**config.mk**
```make
export PLATFORM = sky130hd
export DESIGN_NAME = clk_div_multi_flat
export DESIGN_NICKNAME = d
export VERILOG_FILES = /design/src/rtl/clk_div_multi_if.sv /design/src/rtl/clk_div_multi.sv /design/src/flat_wrapper.sv
export SDC_FILE = /design/constraint.sdc
export NUM_CORES = 2
export LEC_CHECK = 0
export CORE_MARGIN = 4
export CORE_UTILIZATION = 57
export DETAILED_ROUTE_END_ITERATION = 8
export PLACE_DENSITY_LB_ADDON = 0.1
export RECOVER_POWER = 50
export SLEW_MARGIN = 15
export SYNTH_ARGS = -nofsm -noshare
export SYNTH_HDL_FRONTEND = slang
export SYNTH_SLANG_ARGS = --single-unit
```
**constraint.sdc**
```tcl
create_clock -name clock_in -period 4.05 [get_ports clock_in]
set_input_delay 1.0125 -clock clock_in [delete_from_list [all_inputs] [get_ports clock_in]]
set_output_delay 1.0125 -clock clock_in [all_outputs]
set_load 0.01 [all_outputs]
```
**src/rtl/clk_div_multi_if.sv**
```systemverilog
// Configuration and output bundle for the multi-channel clock divider.
interface clk_div_multi_if #(
   parameter int unsigned NUM_CH = 4,
   parameter int unsigned CNT_W  = 32
);
   logic [NUM_CH-1:0] ch_en;
   logic              cfg_we;
   logic [3:0]        cfg_ch;
   logic [CNT_W-1:0]  cfg_div;
   logic [CNT_W-1:0]  cfg_high;
   logic              cfg_err;
   logic [NUM_CH-1:0] cfg_pending;
   logic [NUM_CH-1:0] clock_out;
   logic [NUM_CH-1:0] tick_out;

   modport master (
      output ch_en, cfg_we, cfg_ch, cfg_div, cfg_high,
      input  cfg_err, cfg_pending, clock_out, tick_out
   );

   modport slave (
      input  ch_en, cfg_we, cfg_ch, cfg_div, cfg_high,
      output cfg_err, cfg_pending, clock_out, tick_out
   );
endinterface

```
**src/rtl/clk_div_multi.sv**
```systemverilog
// Multi-channel programmable clock divider with glitch-free divisor updates.
// A write to a running channel lands in a shadow copy and is promoted only at
// that channel's terminal count, so no period is ever truncated or stretched.
module clk_div_multi #(
   parameter int unsigned NUM_CH      = 4,
   parameter int unsigned CNT_W       = 32,
   parameter int unsigned DEFAULT_DIV = 100000
) (
   input logic            clock_in,
   input logic            reset,
   clk_div_multi_if.slave bus
);

   localparam int unsigned CH_IDX_W = 4;

   logic [CNT_W-1:0]  cnt_q    [NUM_CH];
   logic [CNT_W-1:0]  cnt_d    [NUM_CH];
   logic [CNT_W-1:0]  div_a_q  [NUM_CH];
   logic [CNT_W-1:0]  div_a_d  [NUM_CH];
   logic [CNT_W-1:0]  high_a_q [NUM_CH];
   logic [CNT_W-1:0]  high_a_d [NUM_CH];
   logic [CNT_W-1:0]  div_s_q  [NUM_CH];
   logic [CNT_W-1:0]  div_s_d  [NUM_CH];
   logic [CNT_W-1:0]  high_s_q [NUM_CH];
   logic [CNT_W-1:0]  high_s_d [NUM_CH];
   logic [NUM_CH-1:0] pend_q, pend_d;
   logic [NUM_CH-1:0] clk_q, clk_d;
   logic [NUM_CH-1:0] tick_q, tick_d;
   logic              err_q, err_d;

   logic [NUM_CH-1:0] term_c;
   logic [NUM_CH-1:0] wr_c;
   logic              reject_c;
   logic [CNT_W-1:0]  high_res_c;

   // Write validation, high-time resolution and per-channel next state.
   always_comb begin
      high_res_c = (bus.cfg_high == '0) ? (bus.cfg_div >> 1) : bus.cfg_high;
      reject_c   = bus.cfg_we &&
                   ((32'(bus.cfg_ch) >= NUM_CH) ||
                    (bus.cfg_div < CNT_W'(2)) ||
                    ((bus.cfg_high != '0) && (bus.cfg_high >= bus.cfg_div)));
      err_d      = reject_c;
      pend_d     = pend_q;
      clk_d      = clk_q;
      tick_d     = tick_q;
      term_c     = '0;
      wr_c       = '0;
      for (int c = 0; c < int'(NUM_CH); c++) begin
         cnt_d[c]    = cnt_q[c];
         div_a_d[c]  = div_a_q[c];
         high_a_d[c] = high_a_q[c];
         div_s_d[c]  = div_s_q[c];
         high_s_d[c] = high_s_q[c];

         term_c[c] = bus.ch_en[c] && (cnt_q[c] == (div_a_q[c] - CNT_W'(1)));
         wr_c[c]   = bus.cfg_we && !reject_c && (bus.cfg_ch == CH_IDX_W'(c));

         if (bus.ch_en[c]) begin
            clk_d[c]  = (cnt_q[c] < high_a_q[c]);
            tick_d[c] = (cnt_q[c] == '0);
            cnt_d[c]  = term_c[c] ? '0 : (cnt_q[c] + CNT_W'(1));
         end else begin
            clk_d[c]  = 1'b0;
            tick_d[c] = 1'b0;
            cnt_d[c]  = '0;
         end

         if (wr_c[c]) begin
            if (!bus.ch_en[c] || term_c[c]) begin
               // Idle channel or write on the boundary: take effect now.
               div_a_d[c]  = bus.cfg_div;
               high_a_d[c] = high_res_c;
               pend_d[c]   = 1'b0;
            end else begin
               div_s_d[c]  = bus.cfg_div;
               high_s_d[c] = high_res_c;
               pend_d[c]   = 1'b1;
            end
         end else if (term_c[c] && pend_q[c]) begin
            div_a_d[c]  = div_s_q[c];
            high_a_d[c] = high_s_q[c];
            pend_d[c]   = 1'b0;
         end
      end
   end

   // State registers with synchronous reset to the default divisor.
   always_ff @(posedge clock_in) begin
      if (reset) begin
         for (int c = 0; c < int'(NUM_CH); c++) begin
            cnt_q[c]    <= '0;
            div_a_q[c]  <= CNT_W'(DEFAULT_DIV);
            high_a_q[c] <= CNT_W'(DEFAULT_DIV >> 1);
            div_s_q[c]  <= CNT_W'(DEFAULT_DIV);
            high_s_q[c] <= CNT_W'(DEFAULT_DIV >> 1);
         end
         pend_q <= '0;
         clk_q  <= '0;
         tick_q <= '0;
         err_q  <= 1'b0;
      end else begin
         cnt_q    <= cnt_d;
         div_a_q  <= div_a_d;
         high_a_q <= high_a_d;
         div_s_q  <= div_s_d;
         high_s_q <= high_s_d;
         pend_q   <= pend_d;
         clk_q    <= clk_d;
         tick_q   <= tick_d;
         err_q    <= err_d;
      end
   end

   assign bus.clock_out   = clk_q;
   assign bus.tick_out    = tick_q;
   assign bus.cfg_pending = pend_q;
   assign bus.cfg_err     = err_q;

endmodule
```
**src/flat_wrapper.sv**
```systemverilog
// flat-port wrapper written by rule: the top's interface ports become plain ports
module clk_div_multi_flat 
#(
   parameter int unsigned NUM_CH      = 4,
   parameter int unsigned CNT_W       = 32,
   parameter int unsigned DEFAULT_DIV = 100000
)
  (clock_in, reset, bus_ch_en, bus_cfg_we, bus_cfg_ch, bus_cfg_div, bus_cfg_high, bus_cfg_err, bus_cfg_pending, bus_clock_out, bus_tick_out);
  clk_div_multi_if #(.NUM_CH(NUM_CH), .CNT_W(CNT_W)) bus_i ();
  input logic clock_in;
  input logic reset;
  input wire logic [$bits(bus_i.ch_en)-1:0] bus_ch_en;
  input wire logic [$bits(bus_i.cfg_we)-1:0] bus_cfg_we;
  input wire logic [$bits(bus_i.cfg_ch)-1:0] bus_cfg_ch;
  input wire logic [$bits(bus_i.cfg_div)-1:0] bus_cfg_div;
  input wire logic [$bits(bus_i.cfg_high)-1:0] bus_cfg_high;
  output wire logic [$bits(bus_i.cfg_err)-1:0] bus_cfg_err;
  output wire logic [$bits(bus_i.cfg_pending)-1:0] bus_cfg_pending;
  output wire logic [$bits(bus_i.clock_out)-1:0] bus_clock_out;
  output wire logic [$bits(bus_i.tick_out)-1:0] bus_tick_out;
  assign bus_i.ch_en = bus_ch_en;
  assign bus_i.cfg_we = bus_cfg_we;
  assign bus_i.cfg_ch = bus_cfg_ch;
  assign bus_i.cfg_div = bus_cfg_div;
  assign bus_i.cfg_high = bus_cfg_high;
  assign bus_cfg_err = bus_i.cfg_err;
  assign bus_cfg_pending = bus_i.cfg_pending;
  assign bus_clock_out = bus_i.clock_out;
  assign bus_tick_out = bus_i.tick_out;
  clk_div_multi #(.NUM_CH(NUM_CH), .CNT_W(CNT_W), .DEFAULT_DIV(DEFAULT_DIV)) u_core (.clock_in(clock_in), .reset(reset), .bus(bus_i));
endmodule
```
==> flow_metrics.env <==
export IMPL_run_status="finished, violations left"
export IMPL_violations="negative setup slack"
export IMPL_synth_edf_count=0
export IMPL_hold_class="reg2reg"
export IMPL_timing_rr_end="u_core.div_a_q[32]"
export IMPL_yosys_area_top_type="dfxtp_1"
export IMPL_syn_cell_area_mm2=0.0360
export IMPL_root_buffer="clkbuf_16"
export IMPL_slew_viol_final=0
export IMPL_dp_cells=5211
export IMPL_utilization_pct=68.8
export IMPL_async_flop_share_pct=0
export IMPL_syn_instance_count=4247
export IMPL_min_to="u_core.high_s_q[21]"
export IMPL_grt_pass1_wl_um=193000
export IMPL_drt_iter0_markers=3822
export IMPL_synth_common_cells="653 x dfxtp_1, 346 x nand2_1, 335 x nor2_1"
export IMPL_clock_path_buffers=3
export IMPL_peakVddDrop_mv=0.347
export IMPL_cpPeakStageDelay_ps=660
export IMPL_finalHoldViolations=0
export IMPL_cp_max_fo=5
export IMPL_slew_headroom_pct=15.5
export IMPL_skew_ps=21.6
export IMPL_grt_ovfl_total=0
export IMPL_die_w_um=259
export IMPL_wirelength_um=130000
export IMPL_cts_htree_levels=3
export IMPL_fin_nets=4707
export IMPL_finalNonFillerCells=5351
export IMPL_vias=34300
export IMPL_setup_ws_ps=-19.4
export IMPL_area_growth_pct=18.7
export IMPL_crit_path_cell_trace="clkdlybuf4s50_1 -> inv_1 -> ha_1 -> a211o_1 -> a31oi_1 -> o31ai_1 -> a31oi_1 -> buf_4 -> o211a_1 -> nand4_1 -> buf_4 -> a221o_2 -> a2111oi_1 -> a21oi_1"
export IMPL_timing_rr_start="u_core.div_a_q[32]"
export IMPL_crit_arrival_ps=4560
export IMPL_syn_avg_cell_area_um2=8.48
export IMPL_tns_ps=-23.6
export IMPL_viasPerCell=6.41
export IMPL_r2r_cells=13
export IMPL_clk_pin_slew_ps=60
export IMPL_reg2reg_slack_ps=150
export IMPL_dieArea_mm2=0.0673
export IMPL_cp_slowest_cell="clkdlybuf4s50_1"
export IMPL_ios=88
export IMPL_postCtsHoldBufs=0
export IMPL_max_cap_viol_count=0
export IMPL_die_h_um=259
export IMPL_rsz0062_at_grt="true"
export IMPL_clkLatencyLatePin_ps=620
export IMPL_synth_distinct_cells=81
export IMPL_fillers=5159
export IMPL_crit_path_end_kind="register"
export IMPL_setup_viol=2
export IMPL_yosys_top_cells_area="dfxtp_1 36%, ha_1 5.8%, mux2i_1 5.3%"
export IMPL_crit_required_ps=4540
export IMPL_dp_hpwl_um=93100
export IMPL_antenna_found_initial=2
export IMPL_initial_core_util_pct=57.9
export IMPL_cts_buffers=71
export IMPL_routedWlPerCell_um=24.2
export IMPL_finalCritPeriodShare_pct=100
export IMPL_drcViolationCount=0
export IMPL_drive_gt1_share_pct=17.0
export IMPL_crit_type="in2reg"
export IMPL_cts_tree="built"
export IMPL_period_needed_ps=4070
export IMPL_yosysSeqAreaShare_pct=36.3
export IMPL_firstDrtPassIters=6
export IMPL_synthFlopType="dfxtp_1"
export IMPL_min_path_cells=2
export IMPL_grt_total_usage_pct=37.0
export IMPL_io_buffers=87
export IMPL_power_leakage_uw=0.0169
export IMPL_yosys_warnings=0
export IMPL_synth_net_count=4490
export IMPL_cts_sinks=653
export IMPL_gp_congestion=1.01
export IMPL_grt_start_max_net_pins=124
export IMPL_startpoint_type="input pin"
export IMPL_clock_fmax_mhz=246
export IMPL_cellPowerDensity_mw_per_mm2=340
export IMPL_ant_nets=0
export IMPL_synth_seq_cells=653
export IMPL_synth_top_area_share_pct=36.3
export IMPL_cp_top_family="compound AO/OA/AOI/OAI gates"
export IMPL_place_area_mm2=0.0401
export IMPL_coreArea_mm2=0.0622
export IMPL_min_from="u_core.high_s_q[21]"
export IMPL_synth_most_common_cell="dfxtp_1"
export IMPL_fin_area_mm2=0.0428
export IMPL_grt_pass1_vias=31400
export IMPL_worstMarginPinSlew_ps=1240
export IMPL_num_rows=91
export IMPL_critPathBufInv=4
==> state kept, by name, indices dropped and copies added, names as in the netlist <==
register / count
u_core.div_s_q: 128
u_core.high_s_q: 128
u_core.cnt_q: 128
u_core.bus.cfg_err: 1
u_core.bus.clock_out: 4
u_core.bus.tick_out: 4
u_core.high_a_q: 128
u_core.bus.cfg_pending: 4
u_core.div_a_q: 128
==> power by group <==
| group | internal [uW] | switching, uW |
|---|---|---|
| Sequential | 6460 | 42.5 |
| Clock | 4060 | 2730 |
| Combinational | 437 | 786 |
==> cell type report <==
cell class | instances | area [um2] | area share [%]
inverter | 197 | 747 | 1.75
multi-input combinational | 3064 | 21000 | 49.2
clock inverter | 20 | 315 | 0.737
tap | 837 | 1050 | 2.45
sequential | 653 | 13100 | 30.6
timing repair buffer | 477 | 4470 | 10.5
antenna | 1 | 2.50 | 0.00585
clock buffer | 102 | 2080 | 4.85
==> stage by stage <==
| stage | hold slack [ps] | total power (uW) | worst slack [ps] |
|---|---|---|---|
| global placement | 444 | 7790 | -505 |
| global route | 474 | 14800 | -178 |
| detailed placement | 446 | 7800 | -565 |
| finish | 460 | 14500 | -19.4 |
| floorplan | 431 | 7160 | 1.16 |
| CTS | 460 | 14500 | 47.2 |
==> cell usage in the layout, fill, tap and decap left out, drive strengths merged, types with 22 or more instances in the layout <==
cell type	n
o31ai	81
nor2	336
nor2b	23
nand4	133
mux2i	190
clkbuf	104
o21ai	139
a21oi	135
ha	168
a21o	87
buf	389
nor3	221
and3	35
nor4	87
o211ai	46
dfxtp	653
xor2	130
xnor2	143
a31o	160
nand3	166
inv	197
a311oi	54
nand2	347
a211oi	46
mux2	81
clkdlybuf4s50	83
or4	22
==> cell families after synthesis <==
family / after synthesis / synth area share, %
buf+inv: 532 / 5.88
compound gates: 861 / 17.0
mux: 271 / 7.81
fa+ha+maj: 168 / 5.84
flops: 653 / 36.3
simple gates: 1489 / 20.5
xor+xnor: 273 / 6.64
==> repair_timing <==
action / 4_1_cts / 5_1_grt
endpoints found under the hold margin: 0 / 0
resized for setup: 0 / 25
setup buffers: 0 / 13
endpoints found under the setup margin: 0 / 202
==> tightest hold or removal path, stage by stage, from the launching register on <==
cell and delay (ps):
dfxtp_1 310, nand2_1 50, mux2i_1 50
==> how the worst max path moves through the flow <==
stage / endpoint / slack (ps) / depth (start not counted) / startpoint
after floorplan: u_core.high_a_q[112] / 1 / 14 / bus_cfg_div[2]
after global placement: u_core.high_a_q[24] / -510 / 14 / bus_cfg_div[5]
after detailed placement: u_core.div_a_q[0] / -560 / 14 / bus_cfg_div[31]
after CTS: u_core.div_a_q[0] / 50 / 14 / bus_cfg_div[31]
after global routing: u_core.div_a_q[5] / -180 / 14 / bus_cfg_div[5]
final: u_core.div_a_q[5] / -20 / 14 / bus_cfg_div[3]
==> per-layer routing <==
| layer | routed length, um | track usage (%) |
|---|---|---|
| met3 | 12700 | 8.06 |
| met1 | 53400 | 49.9 |
| met5 | 0 | 0 |
| met2 | 55800 | 56.0 |
| met4 | 7780 | 18.5 |
Power figures use the tool's default switching activity.
